==> src/rtl/hex_scan_capture_if.sv <==
// Scan-bus interface for hex_scan_capture: the scanned digit/nibble
// inputs and the rebuilt-frame outputs.
interface hex_scan_capture_if;
    logic [3:0]  seg_in;
    logic [2:0]  an_in;
    logic [31:0] data_out;
    logic        data_valid;
    logic        frame_err;
    logic        locked;

    modport master (
        output seg_in, an_in,
        input  data_out, data_valid, frame_err, locked
    );

    modport slave (
        input  seg_in, an_in,
        output data_out, data_valid, frame_err, locked
    );
endinterface

==> src/rtl/hex_scan_capture.sv <==
// Receive side of the multiplexed hex scan bus: sync, glitch filter,
// digit-order check and 32-bit frame rebuild.
module hex_scan_capture #(
    parameter int STABLE_CYCLES  = 16,
    parameter int TIMEOUT_CYCLES = 200000
) (
    input logic clk100MHz,
    input logic reset,
    hex_scan_capture_if.slave bus
);
    localparam int SW = $clog2(STABLE_CYCLES) + 1;
    localparam int TW = $clog2(TIMEOUT_CYCLES) + 1;

    typedef enum logic {HUNT, ASSEMBLE} state_t;

    logic [6:0]    sync1, sync2, prev;
    logic [SW-1:0] scnt;
    logic          same, strobe;
    logic [2:0]    digit;
    logic [3:0]    nibble;

    state_t        state, state_n;
    logic [2:0]    expected, exp_n;
    logic [31:0]   shadow, shadow_n;
    logic [TW-1:0] tcnt, tcnt_n;
    logic [31:0]   dout, dout_n;
    logic          dv, dv_n;
    logic          fe, fe_n;
    logic          lk, lk_n;

    assign same   = (sync2 == prev);
    assign strobe = same && (scnt == SW'(STABLE_CYCLES - 1));
    assign digit  = prev[6:4];
    assign nibble = prev[3:0];

    assign bus.data_out   = dout;
    assign bus.data_valid = dv;
    assign bus.frame_err  = fe;
    assign bus.locked     = lk;

    always_ff @(posedge clk100MHz or negedge reset) begin
        if (!reset) begin
            sync1 <= '0;
            sync2 <= '0;
            prev  <= '0;
            scnt  <= '0;
        end else begin
            sync1 <= {bus.an_in, bus.seg_in};
            sync2 <= sync1;
            prev  <= sync2;
            if (!same)
                scnt <= '0;
            else if (scnt != SW'(STABLE_CYCLES))
                scnt <= scnt + 1'b1;
        end
    end

    always_ff @(posedge clk100MHz or negedge reset) begin
        if (!reset) begin
            state    <= HUNT;
            expected <= '0;
            shadow   <= '0;
            tcnt     <= '0;
            dout     <= '0;
            dv       <= 1'b0;
            fe       <= 1'b0;
            lk       <= 1'b0;
        end else begin
            state    <= state_n;
            expected <= exp_n;
            shadow   <= shadow_n;
            tcnt     <= tcnt_n;
            dout     <= dout_n;
            dv       <= dv_n;
            fe       <= fe_n;
            lk       <= lk_n;
        end
    end

    always_comb begin
        state_n  = state;
        exp_n    = expected;
        shadow_n = shadow;
        tcnt_n   = tcnt;
        dout_n   = dout;
        dv_n     = 1'b0;
        fe_n     = 1'b0;
        lk_n     = lk;
        unique case (state)
            HUNT: begin
                tcnt_n = '0;
                if (strobe && digit == 3'd0) begin
                    shadow_n[3:0] = nibble;
                    exp_n         = 3'd1;
                    state_n       = ASSEMBLE;
                end
            end
            ASSEMBLE: begin
                // tcnt counts the strobe cycle itself, so the timeout
                // lands TIMEOUT_CYCLES after the last accepted strobe
                if (strobe) begin
                    tcnt_n = TW'(1);
                    if (digit == expected) begin
                        if (digit == 3'd7) begin
                            dout_n  = {nibble, shadow[27:0]};
                            dv_n    = 1'b1;
                            lk_n    = 1'b1;
                            state_n = HUNT;
                        end else begin
                            shadow_n[{digit, 2'b00} +: 4] = nibble;
                            exp_n = expected + 3'd1;
                        end
                    end else begin
                        fe_n = 1'b1;
                        lk_n = 1'b0;
                        if (digit == 3'd0) begin
                            shadow_n[3:0] = nibble;
                            exp_n         = 3'd1;
                        end else begin
                            state_n = HUNT;
                        end
                    end
                end else if (tcnt == TW'(TIMEOUT_CYCLES - 1)) begin
                    fe_n    = 1'b1;
                    lk_n    = 1'b0;
                    tcnt_n  = '0;
                    state_n = HUNT;
                end else begin
                    tcnt_n = tcnt + 1'b1;
                end
            end
        endcase
    end
endmodule
==> src/flat_wrapper.sv <==
// flat-port wrapper written by rule: the top's interface ports become plain ports
module hex_scan_capture_flat 
#(
    parameter int STABLE_CYCLES  = 16,
    parameter int TIMEOUT_CYCLES = 200000
)
  (clk100MHz, reset, bus_seg_in, bus_an_in, bus_data_out, bus_data_valid, bus_frame_err, bus_locked);
  hex_scan_capture_if bus_i ();
  input logic clk100MHz;
  input logic reset;
  input wire logic [$bits(bus_i.seg_in)-1:0] bus_seg_in;
  input wire logic [$bits(bus_i.an_in)-1:0] bus_an_in;
  output wire logic [$bits(bus_i.data_out)-1:0] bus_data_out;
  output wire logic [$bits(bus_i.data_valid)-1:0] bus_data_valid;
  output wire logic [$bits(bus_i.frame_err)-1:0] bus_frame_err;
  output wire logic [$bits(bus_i.locked)-1:0] bus_locked;
  assign bus_i.seg_in = bus_seg_in;
  assign bus_i.an_in = bus_an_in;
  assign bus_data_out = bus_i.data_out;
  assign bus_data_valid = bus_i.data_valid;
  assign bus_frame_err = bus_i.frame_err;
  assign bus_locked = bus_i.locked;
  hex_scan_capture #(.STABLE_CYCLES(STABLE_CYCLES), .TIMEOUT_CYCLES(TIMEOUT_CYCLES)) u_core (.clk100MHz(clk100MHz), .reset(reset), .bus(bus_i));
endmodule
==> config.mk <==
export PLATFORM = sky130hd
export DESIGN_NAME = hex_scan_capture_flat
export DESIGN_NICKNAME = d
export VERILOG_FILES = /design/src/rtl/hex_scan_capture_if.sv /design/src/rtl/hex_scan_capture.sv /design/src/flat_wrapper.sv
export SDC_FILE = /design/constraint.sdc
export NUM_CORES = 1
export LEC_CHECK = 0
export CORE_ASPECT_RATIO = 1.4
export CORE_MARGIN = 1
export CORE_UTILIZATION = 62
export DETAILED_ROUTE_END_ITERATION = 8
export HOLD_SLACK_MARGIN = 0.02
export PLACE_DENSITY = 0.9
export RECOVER_POWER = 25
export SKIP_LAST_GASP = 1
export SYNTH_ARGS = -nofsm -noshare
export SYNTH_HDL_FRONTEND = slang
export SYNTH_SLANG_ARGS = --single-unit
==> constraint.sdc <==
create_clock -name clk100MHz -period 6.15 [get_ports clk100MHz]
set_input_delay 1.5375 -clock clk100MHz [delete_from_list [all_inputs] [get_ports clk100MHz]]
set_output_delay 1.5375 -clock clk100MHz [all_outputs]
set_load 0.05 [all_outputs]
==> results.sh, run 1 <==
export IMPL_final_util=0.730
export IMPL_clk_path_buf_depth=2
export IMPL_path_buf_inv=2
export IMPL_drc=0
export IMPL_muxShareOfSynthArea=0.142
export IMPL_violations="max-capacitance violations, max-slew violations"
export IMPL_ys_seq_area_frac=0.567
export IMPL_worstMarginPinSlew_ns=2.74
export IMPL_grt_usage=0.247
export IMPL_max_freq_mhz=259
export IMPL_area_growth_pct=14.3
export IMPL_max_stage_delay_ns=1.90
export IMPL_hold_viol_final=0
export IMPL_routed_via_density=6.01
export IMPL_power_mw=1.27
export IMPL_path_depth=2
export IMPL_path_cells="clkbuf_1 > buf_4"
export IMPL_cp_start_kind="input pin"
export IMPL_die_height_um=108
export IMPL_slew_headroom=-0.823
export IMPL_dp_hpwl_mm=6.27
export IMPL_cap_viol_max_count=1
export IMPL_post_cts_repair_setup_buffers=0
export IMPL_critical_path_top_delay_family="buffers and inverters"
export IMPL_synth_most_common_cell="dfrtp_1"
export IMPL_cts_tree="yes"
export IMPL_globalRouteOverflowTotal=0
export IMPL_skew_ns=0.00856
export IMPL_dieArea_um2=8350
export IMPL_start_util=0.638
export IMPL_pin_count=44
export IMPL_diodes=0
export IMPL_clkSlewWorstSetupHoldPaths_ns=0.10
export IMPL_synth_compound_area_frac=0.0329
export IMPL_rsz0062_at_grt="no"
export IMPL_syn_inst=375
export IMPL_fin_crit_sh=0.628
export IMPL_synthXorXnorAreaFrac=0.0496
export IMPL_setup_viol=0
export IMPL_worstPathArrival_ns=4.30
export IMPL_synth_area_um2=4950
export IMPL_gr_usage_met3=0.0424
export IMPL_multi_input_area_um2=2000
export IMPL_synth_edff_count=0
export IMPL_numCtsBuffers=9
export IMPL_endpoint_kind="async pin"
export IMPL_tns_ns=0
export IMPL_max_vdd_ir_drop_v=0.000171
export IMPL_placed_cells=505
export IMPL_synth_nets=395
export IMPL_syn_avg_cell_area_um2=13.2
export IMPL_synthAdderAreaFrac=0.0278
export IMPL_slew_violations=56
export IMPL_vias=3133
export IMPL_cp_required_ns=6.59
export IMPL_clkLatencyLatePin_ns=0.37
export IMPL_async_flop_share=1.00
export IMPL_grt_pass1_vias=3182
export IMPL_use_met2=0.406
export IMPL_crit_type="input pin to async pin"
export IMPL_root_buffer="clkbuf_8"
export IMPL_synth_top_family_by_area="simple AND/OR/NAND/NOR gates"
export IMPL_avgRoutedWirePerCell_um=17.9
export IMPL_grt_util_met1=0.319
export IMPL_ys_flop_type="dfrtp_1"
export IMPL_grt_pass1_wl_mm=15.6
export IMPL_drtPass1Iterations=4
export IMPL_drive_gt1_frac=0.219
export IMPL_route_final_wire_length_mm=9.33
export IMPL_final_antenna_net_count=0
export IMPL_yosysUniqueCellTypes=45
export IMPL_synth_top_cells_by_area="dfrtp_1 (57%), mux2_2 (13%), xnor2_1 (3.7%), ha_1 (2.8%), nor4_1 (2.4%)"
export IMPL_fillers=504
export IMPL_hp_class="register to register"
export IMPL_ys_warn_count=0
export IMPL_ys_seq_elements=112
export IMPL_synth_top_cells_by_count="dfrtp_1 (112), mux2_2 (55), xnor2_1 (21)"
export IMPL_die_width_um=77.5
export IMPL_stdcell_count=521
export IMPL_outcome="finished with violations"
export IMPL_crit_path_max_fanout=58
export IMPL_core_um2=7750
export IMPL_place_gp_congestion=0.889
export IMPL_post_place_ws_ns=3.20
export IMPL_fp_row_count=38
export IMPL_power_leakage_nw=2.54
export IMPL_portBuffers=43
export IMPL_r2r_cells=5
export IMPL_drtIter0Drc=249
export IMPL_top_usage_layer="met2"
export IMPL_layout_nets=436
export IMPL_synth_top_area_share=0.567
export IMPL_clock_sinks=112
export IMPL_grt_max_degree=59
export IMPL_finalWorstSetupSlack_ns=2.29
export IMPL_cts_resized=0
export IMPL_antenna_found_initial=0
export IMPL_synthSimpleGateAreaFrac=0.153
export IMPL_post_route_min_period_ns=3.86
export IMPL_synth_top_area_cell="dfrtp_1"
export IMPL_min_path_cells=0
export IMPL_cts_htree_levels=3
export IMPL_holdBufCountCts=0
export IMPL_regArea_um2=2800
export IMPL_slowest_stage="clkbuf_1"
export IMPL_powerDensity_nw_per_um2=225
metal layers:
layer  vias to the layer above  share of wire
met5                         -              0
met4                         0          0.022
met3                        18          0.034
met2                        77           0.52
met1                      1594           0.42
li1                       1444              -
where the power goes:
group          internal (mW)  switching [mW]  total [mW]
sequential             0.743         0.00932       0.752
combinational         0.0132          0.0308      0.0440
clock                  0.242           0.234       0.477
state kept, by name (all words and copies together) (netlist names):
name / flops
u_core.shadow: 28
u_core.expected: 3
u_core.bus.data_out: 32
u_core.sync1: 7
u_core.prev: 7
u_core.state: 1
u_core.tcnt: 19
u_core.bus.frame_err: 1
u_core.sync2: 7
u_core.bus.locked: 1
u_core.scnt: 5
u_core.bus.data_valid: 1
logic make-up after synthesis:
kind of cell | after synthesis
flops | 112
simple gates | 111
mux | 61
buf+inv | 32
xor+xnor | 28
compound gates | 20
fa+ha+maj | 11
placed cells by master (no fill, tap or decap), types with 3 or more instances in the layout:
cell type	synthesis	routed
nand3_1	10	10
mux2_2	55	55
clkdlybuf4s50_1	0	35
nor2_1	9	9
nor4_4	5	5
xnor2_1	21	21
nand4_1	10	10
nand2_1	10	10
nor4_1	19	19
xor2_1	7	7
clkbuf_8	0	10
buf_4	3	3
dfrtp_1	112	112
a21oi_1	4	4
mux2_4	4	4
clkbuf_1	8	3
ha_1	11	11
and4_1	3	3
and3_1	15	15
nor3_1	10	10
inv_1	16	16
dlygate4sd3_1	0	7
or3_1	5	5
worst reg2reg max path, cell delays in order, from the launching register on:
cell	delay, ns
dfrtp_1	0.56
xnor2_1	0.31
nand4_1	0.77
nor4_4	0.47
buf_4	0.45
mux2_2	0.42
final cells by class:
cell class,instances,area share
Tap cell,100,0.0221
Sequential cell,112,0.495
Timing Repair Buffer,46,0.0790
Multi-Input combinational cell,231,0.354
Inverter,16,0.0106
Clock inverter,4,0.0135
Clock buffer,12,0.0257
final timing paths:
check	slack, ns	startpoint	to
max	2.29	reset	u_core.bus.data_out[11]
max reg2reg	3.06	u_core.prev[4]	u_core.bus.data_out[24]
min reg2reg	0.36	u_core.sync1[6]	u_core.sync2[6]
min	0.36	u_core.sync1[6]	u_core.sync2[6]
max in group clk100MHz	2.99	u_core.bus.locked	bus_locked
min in group asynchronous	2.02	reset	u_core.tcnt[0]
per-stage QoR:
stage	hold slack (ns)	cell area, um^2
floorplan	0.331	4950
global placement	0.332	5440
detailed placement	0.335	5440
CTS	0.358	5660
global route	0.373	5660
finish	0.356	5660
Note: power is estimated with default switching activity, not from simulation.
==> run 2: changes to the inputs <==
Settings changed: CORE_UTILIZATION 62 to 57, PLACE_DENSITY 0.9 to 0.84.
Clock period 6.15 ns to 3.7 ns, I/O delays scaled along.
==> run 2 against run 1 <==
The flow still finishes with violations (max-capacitance violations, max-slew violations); sequential power increased by 66%; global-route usage decreased by 1.0 points; clock power increased by 110%; sequential share of layout area decreased by 1.0 points; first-iteration DRC count decreased by 16%; largest power group unchanged; highest routed layer unchanged.
==> results.sh, run 2 (synthesized netlist as in run 1, its figures left out) <==
export IMPL_post_route_min_period_ns=2.79
export IMPL_max_freq_mhz=358
export IMPL_placed_cells=509
export IMPL_layout_commonest_cell="dfrtp_1"
export IMPL_cap_viol_max_count=1
export IMPL_holdBufCountCts=0
export IMPL_cts_tree="yes"
export IMPL_fin_crit_sh=0.754
export IMPL_cts_resized=0
export IMPL_violations="max-capacitance violations, max-slew violations"
export IMPL_vias=3128
export IMPL_largest_reg_flops=32
export IMPL_cp_startpoint="u_core.prev[4]"
export IMPL_max_stage_delay_ns=0.65
export IMPL_grt_max_degree=69
export IMPL_globalRouteOverflowTotal=0
export IMPL_routed_via_density=5.96
export IMPL_cp_required_ns=3.93
export IMPL_setup_viol=0
export IMPL_crit_path_end="u_core.bus.data_out[7]"
export IMPL_power_leakage_nw=2.60
export IMPL_die_height_um=112
export IMPL_portBuffers=43
export IMPL_numCtsBuffers=9
export IMPL_max_vdd_ir_drop_v=0.000303
export IMPL_pin_count=44
export IMPL_path_buf_inv=1
export IMPL_crit_type="register to register"
export IMPL_drc=0
export IMPL_place_gp_congestion=0.857
export IMPL_start_util=0.596
export IMPL_slew_headroom=-0.627
export IMPL_avgRoutedWirePerCell_um=17.9
export IMPL_slew_violations=45
export IMPL_dp_hpwl_mm=6.24
export IMPL_final_antenna_net_count=0
export IMPL_drtIter0Drc=208
export IMPL_cp_start_kind="register"
export IMPL_drive_gt1_frac=0.227
export IMPL_regArea_um2=2800
export IMPL_rsz0062_at_grt="no"
export IMPL_tns_ns=0
export IMPL_diodes=0
export IMPL_crit_path_max_fanout=32
export IMPL_drtPass1Iterations=4
export IMPL_fillers=576
export IMPL_post_cts_repair_setup_buffers=0
export IMPL_skew_ns=0.00808
export IMPL_layout_nets=438
export IMPL_hp_class="register to register"
export IMPL_endpoint_kind="register"
export IMPL_core_um2=8300
export IMPL_antenna_found_initial=0
export IMPL_clkLatencyLatePin_ns=0.35
export IMPL_path_cells="xnor2_1 > nand4_2 > nor4_4 > buf_4 > mux2_2"
export IMPL_outcome="finished with violations"
export IMPL_hold_viol_final=0
export IMPL_clock_sinks=112
export IMPL_route_final_wire_length_mm=9.40
export IMPL_fp_row_count=39
export IMPL_clkSlewWorstSetupHoldPaths_ns=0.07
export IMPL_r2r_slack_ns=0.91
export IMPL_stdcell_count=525
export IMPL_finalWorstSetupSlack_ns=0.910
export IMPL_die_width_um=80.7
export IMPL_dieArea_um2=9060
export IMPL_slowest_stage="dfrtp_1"
export IMPL_reg2reg_to="u_core.bus.data_out[7]"
export IMPL_root_buffer="clkbuf_16"
export IMPL_worstPathArrival_ns=3.02
export IMPL_critical_path_top_delay_family="simple AND/OR/NAND/NOR gates"
export IMPL_worstMarginPinSlew_ns=2.44
export IMPL_grt_usage=0.237
export IMPL_grt_pass1_vias=3210
export IMPL_area_growth_pct=16.8
export IMPL_cts_htree_levels=3
export IMPL_powerDensity_nw_per_um2=402
export IMPL_r2r_cells=5
export IMPL_grt_pass1_wl_mm=16.2
export IMPL_reg2reg_from="u_core.prev[4]"
export IMPL_layout_cells_most_common_list="dfrtp_1 (112), mux2_2 (55), clkdlybuf4s50_1 (36)"
export IMPL_path_depth=5
export IMPL_clk_path_buf_depth=2
export IMPL_post_place_ws_ns=0.931
export IMPL_multi_input_area_um2=2000
==> run 2: changes by cell type in the layout (fill, tap and decap cells not counted), sizes merged <==
cell           delta
clkdlybuf4s50     +1
inv               +2
dlygate4sd3       -1
clkinv            +1
clkbuf            -2
bufinv            -1
buf               +2
==> run 2: through the flow <==
step,hold WS [ns],util,total power [mW],cell area [um^2]
2_1_floorplan,0.331,-,1.31,4950
3_3_place_gp,0.332,0.659,1.35,5470
3_5_place_dp,0.335,0.659,1.35,5470
4_1_cts,0.352,0.697,2.35,5780
5_1_grt,0.357,0.697,2.41,5780
6_report,0.349,0.697,2.33,5780
==> run 2: layout make-up <==
cell class	count	area share
inverters	16	0.0104
clock buffers	10	0.0414
flip-flops and latches	112	0.485
multi-input cells	231	0.346
clock inverters	6	0.0128
well taps	102	0.0221
repair buffers	48	0.0821
==> run 2: worst register-to-register path, stage by stage (launching register included) <==
cell and delay [ns]:
dfrtp_1 0.65, xnor2_1 0.19, nand4_2 0.54, nor4_4 0.44, buf_4 0.43, mux2_2 0.42
==> run 2: worst min-delay path by stage <==
| stage | start | end | slack (ns) | cells past startpoint |
|---|---|---|---|---|
| after floorplan | u_core.sync1[0] | u_core.sync2[0] | 0.33 | 0 |
| after global placement | u_core.sync1[5] | u_core.sync2[5] | 0.33 | 0 |
| after detailed placement | u_core.sync1[2] | u_core.sync2[2] | 0.33 | 0 |
| after CTS | u_core.sync1[2] | u_core.sync2[2] | 0.35 | 0 |
| after global routing | u_core.sync1[3] | u_core.sync2[3] | 0.36 | 0 |
| final | u_core.sync1[1] | u_core.sync2[1] | 0.35 | 0 |
==> run 2: per-layer routing <==
| metal | GRT usage | up-vias | wire length (um) |
|---|---|---|---|
| met5 | 0 | - | 0 |
| met4 | 0.0940 | 0 | 160 |
| met3 | 0.0512 | 16 | 359 |
| met2 | 0.384 | 70 | 4810 |
| met1 | 0.309 | 1588 | 4070 |
| li1 | - | 1454 | - |
==> run 2: where the power goes <==
part / internal [mW] / switching [mW]
Clock: 0.554 / 0.446
Sequential: 1.23 / 0.0150
Combinational: 0.0236 / 0.0518
Total: 1.81 / 0.513
